## src/rtl/mbssoc_uart_tx.sv

```systemverilog
`default_nettype none
// ============================================================================
// Module      : mbssoc_uart_tx
// Description : UART transmitter fed by the bus controller's UART write strobe.
//               Bytes are queued in a FIFO and sent as 8N1 frames.
// Revision    : 1.0 - initial release
// ============================================================================
module mbssoc_uart_tx #(
    parameter int DATA_WIDTH = 32,
    parameter int CLK_DIV    = 434,
    parameter int FIFO_AW    = 4
) (
    input  logic                  clk,
    input  logic                  rst,
    input  logic                  uart_we,
    input  logic [DATA_WIDTH-1:0] wdata,
    input  logic                  ovf_clr,
    output logic                  tx,
    output logic                  tx_busy,
    output logic                  fifo_full,
    output logic [FIFO_AW:0]      fifo_count,
    output logic                  overflow
);

    localparam int              c_DEPTH     = 2 ** FIFO_AW;
    localparam logic [FIFO_AW:0] c_DEPTH_V  = (FIFO_AW + 1)'(c_DEPTH);
    localparam logic [15:0]     c_BAUD_LAST = 16'(CLK_DIV - 1);

    localparam logic [1:0] c_IDLE  = 2'd0;
    localparam logic [1:0] c_START = 2'd1;
    localparam logic [1:0] c_DATA  = 2'd2;
    localparam logic [1:0] c_STOP  = 2'd3;

    logic [7:0]         r_mem [c_DEPTH];
    logic [FIFO_AW-1:0] r_wr_ptr;
    logic [FIFO_AW-1:0] r_rd_ptr;
    logic [FIFO_AW:0]   r_count;
    logic               r_overflow;

    logic [1:0]  r_state;
    logic [1:0]  w_state_nxt;
    logic [15:0] r_baud;
    logic [15:0] w_baud_nxt;
    logic [2:0]  r_bit;
    logic [2:0]  w_bit_nxt;
    logic [7:0]  r_shift;
    logic [7:0]  w_shift_nxt;
    logic        r_tx;
    logic        w_tx_nxt;

    logic       w_baud_end;
    logic       w_pop;
    logic       w_push;
    logic       w_drop;
    logic [7:0] w_head;

    generate
        if (DATA_WIDTH > 8) begin : g_unused_upper
            logic w_unused_upper;
            assign w_unused_upper = ^wdata[DATA_WIDTH-1:8];
        end
    endgenerate

    // A pop at the same edge frees a slot, so a full FIFO still accepts the write.
    assign w_baud_end = (r_baud == c_BAUD_LAST);
    assign w_pop      = (r_count != '0) &&
                        ((r_state == c_IDLE) || ((r_state == c_STOP) && w_baud_end));
    assign w_push     = uart_we && ((r_count != c_DEPTH_V) || w_pop);
    assign w_drop     = uart_we && !w_push;
    assign w_head     = r_mem[r_rd_ptr];

    always_ff @(posedge clk) begin
        if (w_push) begin
            r_mem[r_wr_ptr] <= wdata[7:0];
        end
    end

    always_ff @(posedge clk) begin
        if (rst) begin
            r_wr_ptr   <= '0;
            r_rd_ptr   <= '0;
            r_count    <= '0;
            r_overflow <= 1'b0;
        end else begin
            if (w_push) r_wr_ptr <= r_wr_ptr + 1'b1;
            if (w_pop)  r_rd_ptr <= r_rd_ptr + 1'b1;
            case ({w_push, w_pop})
                2'b10:   r_count <= r_count + 1'b1;
                2'b01:   r_count <= r_count - 1'b1;
                default: r_count <= r_count;
            endcase
            if (w_drop)       r_overflow <= 1'b1;
            else if (ovf_clr) r_overflow <= 1'b0;
        end
    end

    // State register, together with the registered serial datapath.
    always_ff @(posedge clk) begin
        if (rst) begin
            r_state <= c_IDLE;
            r_baud  <= '0;
            r_bit   <= '0;
            r_shift <= '0;
            r_tx    <= 1'b1;
        end else begin
            r_state <= w_state_nxt;
            r_baud  <= w_baud_nxt;
            r_bit   <= w_bit_nxt;
            r_shift <= w_shift_nxt;
            r_tx    <= w_tx_nxt;
        end
    end

    always_comb begin
        w_state_nxt = r_state;
        case (r_state)
            c_IDLE:  if (r_count != '0) w_state_nxt = c_START;
            c_START: if (w_baud_end) w_state_nxt = c_DATA;
            c_DATA:  if (w_baud_end && (r_bit == 3'd7)) w_state_nxt = c_STOP;
            c_STOP:  if (w_baud_end) w_state_nxt = (r_count != '0) ? c_START : c_IDLE;
            default: w_state_nxt = c_IDLE;
        endcase
    end

    always_comb begin
        w_tx_nxt    = r_tx;
        w_shift_nxt = r_shift;
        w_bit_nxt   = r_bit;
        w_baud_nxt  = (r_state == c_IDLE || w_baud_end) ? 16'd0 : r_baud + 16'd1;
        case (r_state)
            c_IDLE: begin
                if (w_pop) begin
                    w_shift_nxt = w_head;
                    w_tx_nxt    = 1'b0;
                end
            end
            c_START: begin
                if (w_baud_end) begin
                    w_tx_nxt  = r_shift[0];
                    w_bit_nxt = 3'd0;
                end
            end
            c_DATA: begin
                if (w_baud_end) begin
                    if (r_bit == 3'd7) begin
                        w_tx_nxt = 1'b1;
                    end else begin
                        w_shift_nxt = {1'b0, r_shift[7:1]};
                        w_tx_nxt    = r_shift[1];
                        w_bit_nxt   = r_bit + 3'd1;
                    end
                end
            end
            c_STOP: begin
                // Back-to-back frames: the next start bit follows the stop bit directly.
                if (w_pop) begin
                    w_shift_nxt = w_head;
                    w_tx_nxt    = 1'b0;
                end
            end
            default: w_tx_nxt = 1'b1;
        endcase
    end

    assign tx         = r_tx;
    assign tx_busy    = (r_state != c_IDLE) || (r_count != '0);
    assign fifo_full  = (r_count == c_DEPTH_V);
    assign fifo_count = r_count;
    assign overflow   = r_overflow;

endmodule
`default_nettype wire

```

## config.mk

```make
export PLATFORM = sky130hd
export DESIGN_NAME = mbssoc_uart_tx
export DESIGN_NICKNAME = d
export VERILOG_FILES = /design/src/rtl/mbssoc_uart_tx.sv
export SDC_FILE = /design/constraint.sdc
export NUM_CORES = 1
export LEC_CHECK = 0
export CORE_AREA = 4 4 128 130
export CTS_BUF_LIST = sky130_fd_sc_hd__clkbuf_8
export CTS_CLUSTER_DIAMETER = 200
export DETAILED_ROUTE_END_ITERATION = 10
export DIE_AREA = 0 0 132 134
export PLACE_DENSITY = 0.76
export SYNTH_ARGS = -nofsm -noshare
export SYNTH_HDL_FRONTEND = slang
export SYNTH_SLANG_ARGS = --single-unit
export TNS_END_PERCENT = 20
```

## constraint.sdc

```tcl
create_clock -name clk -period 2.7 [get_ports clk]
set_input_delay 0.81 -clock clk [delete_from_list [all_inputs] [get_ports clk]]
set_output_delay 0.81 -clock clk [all_outputs]
set_load 0.005 [all_outputs]
```

; ---- Word level (Yosys, flattened, before mapping)
; Memories as Yosys holds them, arrays and structs flattened. A register that Yosys moved wholly into a read port is not among the register bits.
; Index checks and enable logic that the tools add are counted.
[op_classes]
mux = 26
n_addsub = 6
magnitude_cmp = 0
div_mod_pow = 0
n_reduce_logical = 23
eq_ne = 16
bitwise = 0
n_shift = 0
multipliers = 0
[op_table]
columns = operator, n
row1 = $mux 8, 3
row2 = $add 16x1->16 const B, 1
row3 = $eq 16x9->1 const B, 1
row4 = $pmux 8 s2, 1
row5 = $ne 2x2->1 const B, 6
row6 = $reduce_and 4->1, 3
row7 = $pmux 5 s2, 1
row8 = $reduce_bool 2->1, 5
row9 = $mux 1, 9
row10 = $mux 3, 3
row11 = $add 4x1->4 const B, 2
row12 = $mux 2, 4
row13 = $mux 4, 2
row14 = $pmux 2 s4, 1
row15 = $eq 2x2->1 const B, 3
row16 = $pmux 3 s2, 1
row17 = $add 5x1->5 const B, 1
row18 = $eq 5x5->1 const B, 1
row19 = $logic_and 1x1->1, 5
row20 = $ne 5x5->1 const B, 1
row21 = $reduce_bool 5->1, 1
row22 = $sub 5x1->5 const B, 1
row23 = $eq 2x1->1 const B, 2
row24 = $logic_or 1x1->1, 4
row25 = other kinds (8), 9
[word_totals]
word_cells = 81
latchBits = 0
rom_bits = 0
ram_bits = 128
inputBits = 36
memories = 1
reg_bits = 44
output_inout_bits = 9
[memory_table]
columns = name, depth, word_bits, rd, rd_clocked_by_memory_dff, wr, line_no
row1 = r_mem, 16, 8, 1, 1, 1, 34  ; logic [7:0] r_mem [c_DEPTH];

; ---- Logic depth before layout (Yosys ltp)
; Gate-level depths: netlist of the first run.
[depth]
ltp_word = 9
mapped_depth = 15
depth_no_buf = 14

; ---- Worst setup path after synthesis of the first run
; No wires, ideal clock.
[synth_timing]
path_kind = register -> register
startpoint = register r_baud[0]
endpoint = register r_count[4] (netlist: fifo_count[4])
required_ns = 2.572
path_buffers = 1
period_less_slack_ns = 2.747
setup_ns = 0.128
stages_incl_launch_ff = 15
arrival_ns = 2.620
path_slack_ns = -0.047
path_cell_list = dfxtp_1 -> ha_1 -> nor3b_1 -> nand4_4 -> o21ai_2 -> buf_6 -> nand2b_1 -> inv_1 -> ha_1 -> nor2b_1 -> o21a_1 -> o21ai_0 -> o2bb2a_4 -> xor2_1 -> nor2_1
[synth_between]
elab_chain_len = 8
elab_cells_between_ends = 10
classes_between = eq/ne (3) / mux (1) / reduce/logical (6)
[synth_lines]
columns = item, line_no
row1 = start: declaration, 42  ; logic [15:0] r_baud;
row2 = start signal: assignment, 107  ; r_baud <= w_baud_nxt;
row3 = $eq 16x9->1 (*), 65  ; assign w_baud_end = (r_baud == c_BAUD_LAST);
row4 = $logic_and 1x1->1 (*), 67  ; ((r_state == c_IDLE) || ((r_state == c_STOP) && w_baud_end));
row5 = $logic_or 1x1->1 (*), 67
row6 = $logic_and 1x1->1 (*), 66  ; assign w_pop = (r_count != '0) &&
row7 = $logic_or 1x1->1, 68  ; assign w_push = uart_we && ((r_count != c_DEPTH_V) || w_pop);
row8 = $logic_and 1x1->1, 68
row9 = $eq 2x1->1 / $eq 2x2->1 (equally long branches), 87  ; case ({w_push, w_pop})
row10 = $pmux 5 s2 / $reduce_bool 2->1 (equally long branches), --
row11 = end signal: assignment, 88  ; 2'b10: r_count <= r_count + 1'b1;
row12 = end signal: assignment, 89  ; 2'b01: r_count <= r_count - 1'b1;
row13 = end signal: assignment, 90  ; default: r_count <= r_count;
row14 = end: declaration, 37  ; logic [FIFO_AW:0] r_count;
; Mark *: on every way between the ends. The rest lies on a longest branch, timed or not.
; A chain may end at the register's enable or synchronous reset.

; ---- Worst setup path after layout of the first run
[layout_timing]
startpoint = register r_count[1] (netlist: fifo_count[1])
endpoint = output tx_busy
[layout_between]
elab_chain_len = 2
[layout_lines]
columns = item, line_no
row1 = $reduce_bool 5->1, 166  ; assign tx_busy = (r_state != c_IDLE) || (r_count != '0);
row2 = $logic_or 1x1->1, 166
row3 = end: declaration, 19  ; output logic tx_busy,
; Every way passes these cells.

==> tab_implementation.tex, run 1 <==
\begin{tabular}{lr}
\hline
Metric & Value \\
\hline
\multicolumn{2}{l}{\textbf{Run status}} \\
Outcome & finished clean \\
\multicolumn{2}{l}{\textbf{Clock network}} \\
Cts-stage hold buffer count & 0 \\
Clock root cell & sky130\_fd\_sc\_hd\_\_clkbuf\_8 \\
Count of clock tree sinks & 176 \\
Clock edge transition at the registers on the reported setup and hold paths & 0.09 ns \\
Clock Latency Late Sink & 0.46 ns \\
H-tree Lvls & 4 \\
CTS tree & built \\
Maximum clock insertion buffer count & 2 \\
TritonCTS Buffers & 17 \\
\multicolumn{2}{l}{\textbf{Timing}} \\
RSZ-0062 raised after global routing & true \\
Final count of negative-setup-slack endpoints & 0 \\
Number of max-slew violations in the final report & 0 \\
Worst-Margin Slew & 1.03 ns \\
Portion of the clock cycle consumed by the worst path in the final layout & 0.975 \\
Headroom to the max-slew limit & 0.307 \\
Peak clock frequency supported by timing & 380 MHz \\
Worst clock skew & 0.00981 ns \\
Crit path time final & 2.63 ns \\
Endpoints failing hold & 0 \\
\multicolumn{2}{l}{\textbf{Drt}} \\
Detailed Route WL & 15100 µm \\
DR iter-0 viols & 362 \\
Post-DRT Antenna Nets & 0 \\
DR vias & 4538 \\
First-pass iteration count of the detailed router & 5 \\
Number of remaining DRC errors & 0 \\
Vias per std cell & 5.74 \\
Average wire length per cell after detail routing & 19.1 µm \\
\multicolumn{2}{l}{\textbf{Logic synthesis}} \\
Post-synth cell types & 56 \\
Post-Syn Instances & 527 \\
Number of enable-type register cells in the synthesized netlist & 128 \\
Async S/R FF share, synth & 0 \\
Mean area per synthesized cell & 14.3 µm² \\
Cell area after synthesis & 7510 µm² \\
Main flop type after synthesis & sky130\_fd\_sc\_hd\_\_edfxtp\_1 \\
Register bit count reported by yosys & 176 \\
Total nets after synthesis & 582 \\
Sequential fraction of the synthesis area & 0.639 \\
Synth warnings & 0 \\
\multicolumn{2}{l}{\textbf{Critical path}} \\
CP Buf/Inv Count & 1 \\
Cell type group with the largest total delay on the critical path & simple AND/OR/NAND/NOR gates \\
CP max-delay cell & sky130\_fd\_sc\_hd\_\_or4\_4 \\
Startpoint type of the worst setup path & register \\
Slowest stage delay, CP & 0.58 ns \\
Worst setup path class & reg2out \\
List of cells traversed by the critical path & or4\_4 > nor2\_1 > nand2\_1 > dlygate4sd2\_1 \\
Critical-path maximum fanout & 3 \\
Data required time of the worst path & 1.89 ns \\
Endpoint arrival time on the critical path & 1.82 ns \\
CP endpoint kind & primary output \\
\multicolumn{2}{l}{\textbf{Pwr}} \\
Leakage power total & 2.90 nW \\
Maximum vdd drop & 0.000511 V \\
Total power & 7.53 mW \\
Power density over the cells & 870 nW/µm² \\
\multicolumn{2}{l}{\textbf{Place}} \\
Routability congestion estimate & 0.812 \\
Number of input and output port buffers inserted & 20 \\
DPL Wire Length & 10300 µm \\
Cell count after placement & 755 \\
\multicolumn{2}{l}{\textbf{Global route}} \\
Combined global-route utilization of all metal layers & 0.176 \\
Maximum number of pins on one net before global-route repair & 37 \\
Overflow after GRT & 0 \\
Initial antenna violation count & 0 \\
Wire length of the first global-routing pass & 24300 µm \\
Vias in the first global route & 4626 \\
\multicolumn{2}{l}{\textbf{Cells and area}} \\
Fraction of final layout cells with drive strength greater than 1 & 0.216 \\
Final-stage net count & 644 \\
Final Instance Count excl. Fillers & 790 \\
Number of fillers in the final layout & 1147 \\
Area growth, synth to finish & 15.2\% \\
ANT cells & 0 \\
\multicolumn{2}{l}{\textbf{Floorplanning}} \\
Starting density of the core & 0.496 \\
Die area & 17700 µm² \\
Core footprint & 15100 µm² \\
Vert. Die Dim & 134 µm \\
Width of the die & 132 µm \\
Top Ports & 45 \\
Count of standard-cell rows & 45 \\
\multicolumn{2}{l}{\textbf{Job}} \\
Maxcap violations & 0 \\
\multicolumn{2}{l}{\textbf{Worst hold path}} \\
Path type of the worst min-delay path & reg2reg \\
\hline
\end{tabular}
-- through the flow --
| step | cell area, µm² | utilization | TNS [ns] | hold WS [ns] | setup WS [ns] |
|---|---|---|---|---|---|
| after global routing | 8650 | 0.571 | -0.0607 | 0.522 | -0.0533 |
| final | 8650 | 0.571 | 0 | 0.497 | 0.0673 |
| after detailed placement | 8170 | 0.540 | -0.378 | 0.470 | -0.165 |
| after floorplan | 7520 | - | -0.0189 | 0.436 | -0.0189 |
| after global placement | 8170 | 0.540 | -0.233 | 0.445 | -0.101 |
| after CTS | 8570 | 0.566 | 0 | 0.499 | 0.0233 |
-- registers in the layout, indices dropped and copies added, names as in the netlist, named ones only --
signal      count
fifo_count      5
overflow        1
r_baud         16
r_bit           3
r_mem         128
r_rd_ptr        4
r_shift         8
r_state         2
r_wr_ptr        4
tx              1
-- metal layers --
| metal | GRT usage | up-vias | routed length, µm |
|---|---|---|---|
| met5 | 0 | - | 0 |
| met1 | 0.221 | 2290 | 6430 |
| met2 | 0.308 | 98 | 7780 |
| li1 | - | 2133 | - |
| met3 | 0.0409 | 17 | 688 |
| met4 | 0.0531 | 0 | 186 |
-- Yosys cell counts (3+ instances only) --
cell / number / share of area
sky130_fd_sc_hd__mux2i_1: 26 / 0.035
sky130_fd_sc_hd__a211oi_1: 4 / 0.0040
sky130_fd_sc_hd__nand4_1: 8 / 0.0067
sky130_fd_sc_hd__edfxtp_1: 128 / 0.51
sky130_fd_sc_hd__xnor2_1: 10 / 0.012
sky130_fd_sc_hd__o21ai_0: 17 / 0.011
sky130_fd_sc_hd__a221o_1: 7 / 0.0093
sky130_fd_sc_hd__buf_4: 4 / 0.0040
sky130_fd_sc_hd__mux4_2: 18 / 0.054
sky130_fd_sc_hd__nand3_1: 5 / 0.0033
sky130_fd_sc_hd__nor3_1: 11 / 0.0073
sky130_fd_sc_hd__clkbuf_1: 11 / 0.0055
sky130_fd_sc_hd__o21a_1: 3 / 0.0030
sky130_fd_sc_hd__nor2_1: 61 / 0.030
sky130_fd_sc_hd__ha_1: 18 / 0.030
sky130_fd_sc_hd__inv_1: 16 / 0.0080
sky130_fd_sc_hd__xor2_1: 12 / 0.014
sky130_fd_sc_hd__mux2_2: 5 / 0.0075
sky130_fd_sc_hd__a221oi_1: 7 / 0.0082
sky130_fd_sc_hd__nand2b_1: 5 / 0.0042
sky130_fd_sc_hd__or3_1: 3 / 0.0025
sky130_fd_sc_hd__nand2_1: 28 / 0.014
sky130_fd_sc_hd__buf_2: 3 / 0.0020
sky130_fd_sc_hd__dfxtp_1: 48 / 0.13
sky130_fd_sc_hd__a21oi_1: 19 / 0.013
sky130_fd_sc_hd__a22oi_1: 4 / 0.0040
-- worst reg2reg max path, delay by kind of cell, from the launching register on --
family                   cells  cell delay, ns
buffers and inverters        2            0.23
flip-flops                   1            0.33
AO/OA/AOI/OAI                5            0.75
XOR/XNOR                     1            0.13
AND/OR/NAND/NOR              3            0.82
adder cells (fa/ha/maj)      1            0.29
-- power by group --
| group | switching [mW] | internal [mW] | total, mW |
|---|---|---|---|
| sequential | 0.159 | 3.10 | 3.26 |
| clock | 0.999 | 0.762 | 1.76 |
| combinational | 1.33 | 1.18 | 2.51 |
| total | 2.49 | 5.05 | 7.53 |
-- path summary, 6_finish.rpt --
| kind | to | from | slack (ns) | cells after the start |
|---|---|---|---|---|
| min | r_shift[6] | r_shift[7] | 0.50 | 1 |
| min reg2reg | r_shift[6] | r_shift[7] | 0.50 | 1 |
| max | tx_busy | fifo_count[1] | 0.07 | 4 |
| max reg2reg | fifo_count[4] | fifo_count[1] | 0.10 | 12 |
-- cells by family (layout without fill, tap and decap cells) --
group,count (synthesis),count (layout),share of synthesized area
AOI/OAI and AO/OA,84,84,0.0874
and+or+nand+nor,138,138,0.0924
xor gates and xnor gates,22,22,0.0256
DFF,176,176,0.639
muxes,50,50,0.0991
buffers and inverters,38,113,0.0235
adders and majority gates,19,19,0.0326
-- layout make-up --
class	instances	area, µm²	area share
Clock inverter	15	153	0.0176
Clock buffer	17	234	0.0270
Sequential cell	176	4810	0.556
Timing Repair Buffer	65	548	0.0633
Tap cell	188	235	0.0272
Multi-Input combinational cell	313	2620	0.302
Inverter	16	60.1	0.00694
-- repair_timing --
action	CTS	global route
gates resized for setup	4	13
endpoints found under the setup margin	3	3
pin swaps	1	11
buffers inserted	1	2
-- layout by cell type, fill, tap and decap left out, types with 3 or more instances in the layout --
cell,n
sky130_fd_sc_hd__dfxtp_1,45
sky130_fd_sc_hd__mux2_2,5
sky130_fd_sc_hd__nor2_1,61
sky130_fd_sc_hd__nand2_1,28
sky130_fd_sc_hd__buf_4,44
sky130_fd_sc_hd__ha_1,15
sky130_fd_sc_hd__a221o_1,7
sky130_fd_sc_hd__or3_1,3
sky130_fd_sc_hd__clkinvlp_4,3
sky130_fd_sc_hd__clkbuf_8,17
sky130_fd_sc_hd__nor3_1,10
sky130_fd_sc_hd__inv_1,15
sky130_fd_sc_hd__dfxtp_2,3
sky130_fd_sc_hd__clkdlybuf4s50_1,18
sky130_fd_sc_hd__mux4_2,18
sky130_fd_sc_hd__inv_8,5
sky130_fd_sc_hd__nand3_1,5
sky130_fd_sc_hd__nand2b_1,5
sky130_fd_sc_hd__a221oi_1,7
sky130_fd_sc_hd__xor2_1,12
sky130_fd_sc_hd__nand4_1,8
sky130_fd_sc_hd__edfxtp_1,128
sky130_fd_sc_hd__xnor2_1,9
sky130_fd_sc_hd__a22oi_1,4
sky130_fd_sc_hd__mux2i_1,26
sky130_fd_sc_hd__o21ai_0,16
sky130_fd_sc_hd__a21oi_1,17
sky130_fd_sc_hd__o21a_1,3
Note: power is estimated with default switching activity, not from simulation.
==> run 2: changes to the inputs <==
--- a/config.mk
+++ b/config.mk
@@ -5,12 +5,13 @@
 export SDC_FILE = /design/constraint.sdc
 export NUM_CORES = 1
 export LEC_CHECK = 0
-export CORE_AREA = 4 4 128 130
+export CORE_AREA = 2 2 119 121
 export CTS_BUF_LIST = sky130_fd_sc_hd__clkbuf_8
 export CTS_CLUSTER_DIAMETER = 200
+export CTS_CLUSTER_SIZE = 40
 export DETAILED_ROUTE_END_ITERATION = 10
-export DIE_AREA = 0 0 132 134
-export PLACE_DENSITY = 0.76
+export DIE_AREA = 0 0 121 123
+export PLACE_DENSITY = 0.83
 export SYNTH_ARGS = -nofsm -noshare
 export SYNTH_HDL_FRONTEND = slang
 export SYNTH_SLANG_ARGS = --single-unit
==> tab_implementation.tex, run 2 (synthesized netlist as in run 1, its figures left out) <==
\begin{tabular}{lr}
\hline
Metric & Value \\
\hline
\multicolumn{2}{l}{\textbf{Run status}} \\
Outcome & finished clean \\
\multicolumn{2}{l}{\textbf{Cells and area}} \\
Fraction of final layout cells with drive strength greater than 1 & 0.209 \\
ANT cells & 0 \\
Top reg by flops & r\_mem \\
Finished Core Util & 0.633 \\
Leading cell type in the layout, fill and taps excluded & sky130\_fd\_sc\_hd\_\_edfxtp\_1 \\
Cell area after layout & 8610 µm² \\
Largest regs & r\_mem: 128 flops, r\_baud: 16 flops, r\_shift: 8 flops \\
Final Instance Count excl. Fillers & 778 \\
Commonest non-fill, non-tap cells in the layout & sky130\_fd\_sc\_hd\_\_edfxtp\_1 (128), sky130\_fd\_sc\_hd\_\_nor2\_1 (60), sky130\_fd\_sc\_hd\_\_dfxtp\_1 (45) \\
Area growth, synth to finish & 14.6\% \\
Flip-flop count of the largest register after layout & 128 \\
Final-stage net count & 640 \\
\multicolumn{2}{l}{\textbf{Timing}} \\
Headroom to the max-slew limit & 0.303 \\
Endpoints failing hold & 0 \\
Peak clock frequency supported by timing & 380 MHz \\
Setup TNS after final layout & 0 ns \\
Slack of the critical path & 0.0711 ns \\
Portion of the clock cycle consumed by the worst path in the final layout & 0.974 \\
Tightest hold margin & 0.482 ns \\
Final count of negative-setup-slack endpoints & 0 \\
Worst-Margin Slew & 1.03 ns \\
Worst clock skew & 0.0146 ns \\
Crit path time final & 2.63 ns \\
Number of max-slew violations in the final report & 0 \\
\multicolumn{2}{l}{\textbf{Drt}} \\
Post-DRT Antenna Nets & 0 \\
Average wire length per cell after detail routing & 19.2 µm \\
Detailed Route WL & 14900 µm \\
Number of remaining DRC errors & 0 \\
Vias per std cell & 5.97 \\
DR iter-0 viols & 466 \\
DR vias & 4645 \\
First-pass iteration count of the detailed router & 5 \\
\multicolumn{2}{l}{\textbf{Global route}} \\
Wire length of the first global-routing pass & 23400 µm \\
Maximum number of pins on one net before global-route repair & 20 \\
Combined global-route utilization of all metal layers & 0.212 \\
Vias in the first global route & 4624 \\
Overflow after GRT & 0 \\
Initial antenna violation count & 0 \\
\multicolumn{2}{l}{\textbf{Critical path}} \\
CP endpoint kind & register \\
Endpoint arrival time on the critical path & 2.98 ns \\
Worst setup path class & reg2reg \\
Data required time of the worst path & 3.05 ns \\
Startpoint type of the worst setup path & register \\
Critical-path maximum fanout & 3 \\
\multicolumn{2}{l}{\textbf{Place}} \\
Minimum setup slack after placement & -0.203 ns \\
Routability congestion estimate & 0.818 \\
Number of input and output port buffers inserted & 20 \\
DPL Wire Length & 10300 µm \\
Cell count after placement & 745 \\
Cell area after placement & 8160 µm² \\
\multicolumn{2}{l}{\textbf{Worst hold path}} \\
Path type of the worst min-delay path & reg2reg \\
\multicolumn{2}{l}{\textbf{Clock network}} \\
Clock Latency Late Sink & 0.47 ns \\
Clock edge transition at the registers on the reported setup and hold paths & 0.10 ns \\
TritonCTS Buffers & 17 \\
Clock root cell & sky130\_fd\_sc\_hd\_\_clkbuf\_8 \\
CTS tree & built \\
Cts-stage hold buffer count & 0 \\
H-tree Lvls & 4 \\
Maximum clock insertion buffer count & 2 \\
Count of clock tree sinks & 176 \\
\multicolumn{2}{l}{\textbf{Pwr}} \\
Total power & 7.52 mW \\
Power density over the cells & 873 nW/µm² \\
Maximum vdd drop & 0.000569 V \\
Leakage power total & 2.88 nW \\
\multicolumn{2}{l}{\textbf{Floorplanning}} \\
Core footprint & 13600 µm² \\
Starting density of the core & 0.552 \\
Width of the die & 121 µm \\
Count of standard-cell rows & 43 \\
Top Ports & 45 \\
Die area & 14900 µm² \\
Vert. Die Dim & 123 µm \\
\multicolumn{2}{l}{\textbf{Job}} \\
Maxcap violations & 0 \\
\hline
\end{tabular}
run 2: changes by cell type in the layout (fill, tap and decap cells not counted), sizes merged:
| cell | previous run | this run |
|---|---|---|
| clkinv | 4 | 5 |
| dlygate4sd2 | 2 | 1 |
| bufinv | 1 | 0 |
| clkinvlp | 3 | 0 |
| inv | 23 | 26 |
| clkdlybuf4s15 | 0 | 1 |
| buf | 45 | 41 |
run 2: worst max-delay path, cell delays in order, from the launching register on:
cell	delay, ns
sky130_fd_sc_hd__dfxtp_1	0.32
sky130_fd_sc_hd__or4_4	0.59
sky130_fd_sc_hd__o21ai_4	0.19
sky130_fd_sc_hd__o21ai_2	0.08
sky130_fd_sc_hd__nand2b_1	0.13
sky130_fd_sc_hd__inv_2	0.09
sky130_fd_sc_hd__ha_4	0.22
sky130_fd_sc_hd__a21o_1	0.17
sky130_fd_sc_hd__a21oi_2	0.14
sky130_fd_sc_hd__xor2_1	0.22
sky130_fd_sc_hd__nor2_1	0.07
sky130_fd_sc_hd__a21oi_1	0.19
sky130_fd_sc_hd__a211oi_2	0.11
run 2: what timing repair did:
action,CTS,global route
pin swaps,2,10
resized for setup,2,14
setup endpoints to repair,3,4
buffers inserted,0,1
run 2: path summary, 6_finish.rpt:
path                  from            end  slack (ns)  depth (start not counted)
min               r_bit[1]       r_bit[1]        0.48                          2
min reg2reg       r_bit[1]       r_bit[1]        0.48                          2
max reg2reg  fifo_count[2]  fifo_count[3]        0.07                         12
max          fifo_count[2]  fifo_count[3]        0.07                         12
run 2: layer usage:
| layer | track usage | up-vias | wire length [µm] |
|---|---|---|---|
| met5 | 0 | - | 0 |
| met4 | 0.113 | 0 | 390 |
| met3 | 0.0401 | 34 | 786 |
| met2 | 0.360 | 191 | 7730 |
| met1 | 0.257 | 2289 | 6000 |
| li1 | - | 2131 | - |
run 2: final cells by class:
class	count	area, µm²
timing repair buffer	61	532
fill	951	5000
inverter	16	60.1
sequential	176	4810
clock buffer	17	234
tap	180	225
clock inverter	15	158
multi-input combinational	313	2600
run 2: power breakdown:
part | internal [mW] | total [mW] | leakage [nW] | switching [mW]
registers | 3.10 | 3.31 | 1.55 | 0.211
clock network | 0.699 | 1.74 | 0.203 | 1.04
logic | 1.17 | 2.47 | 1.13 | 1.30
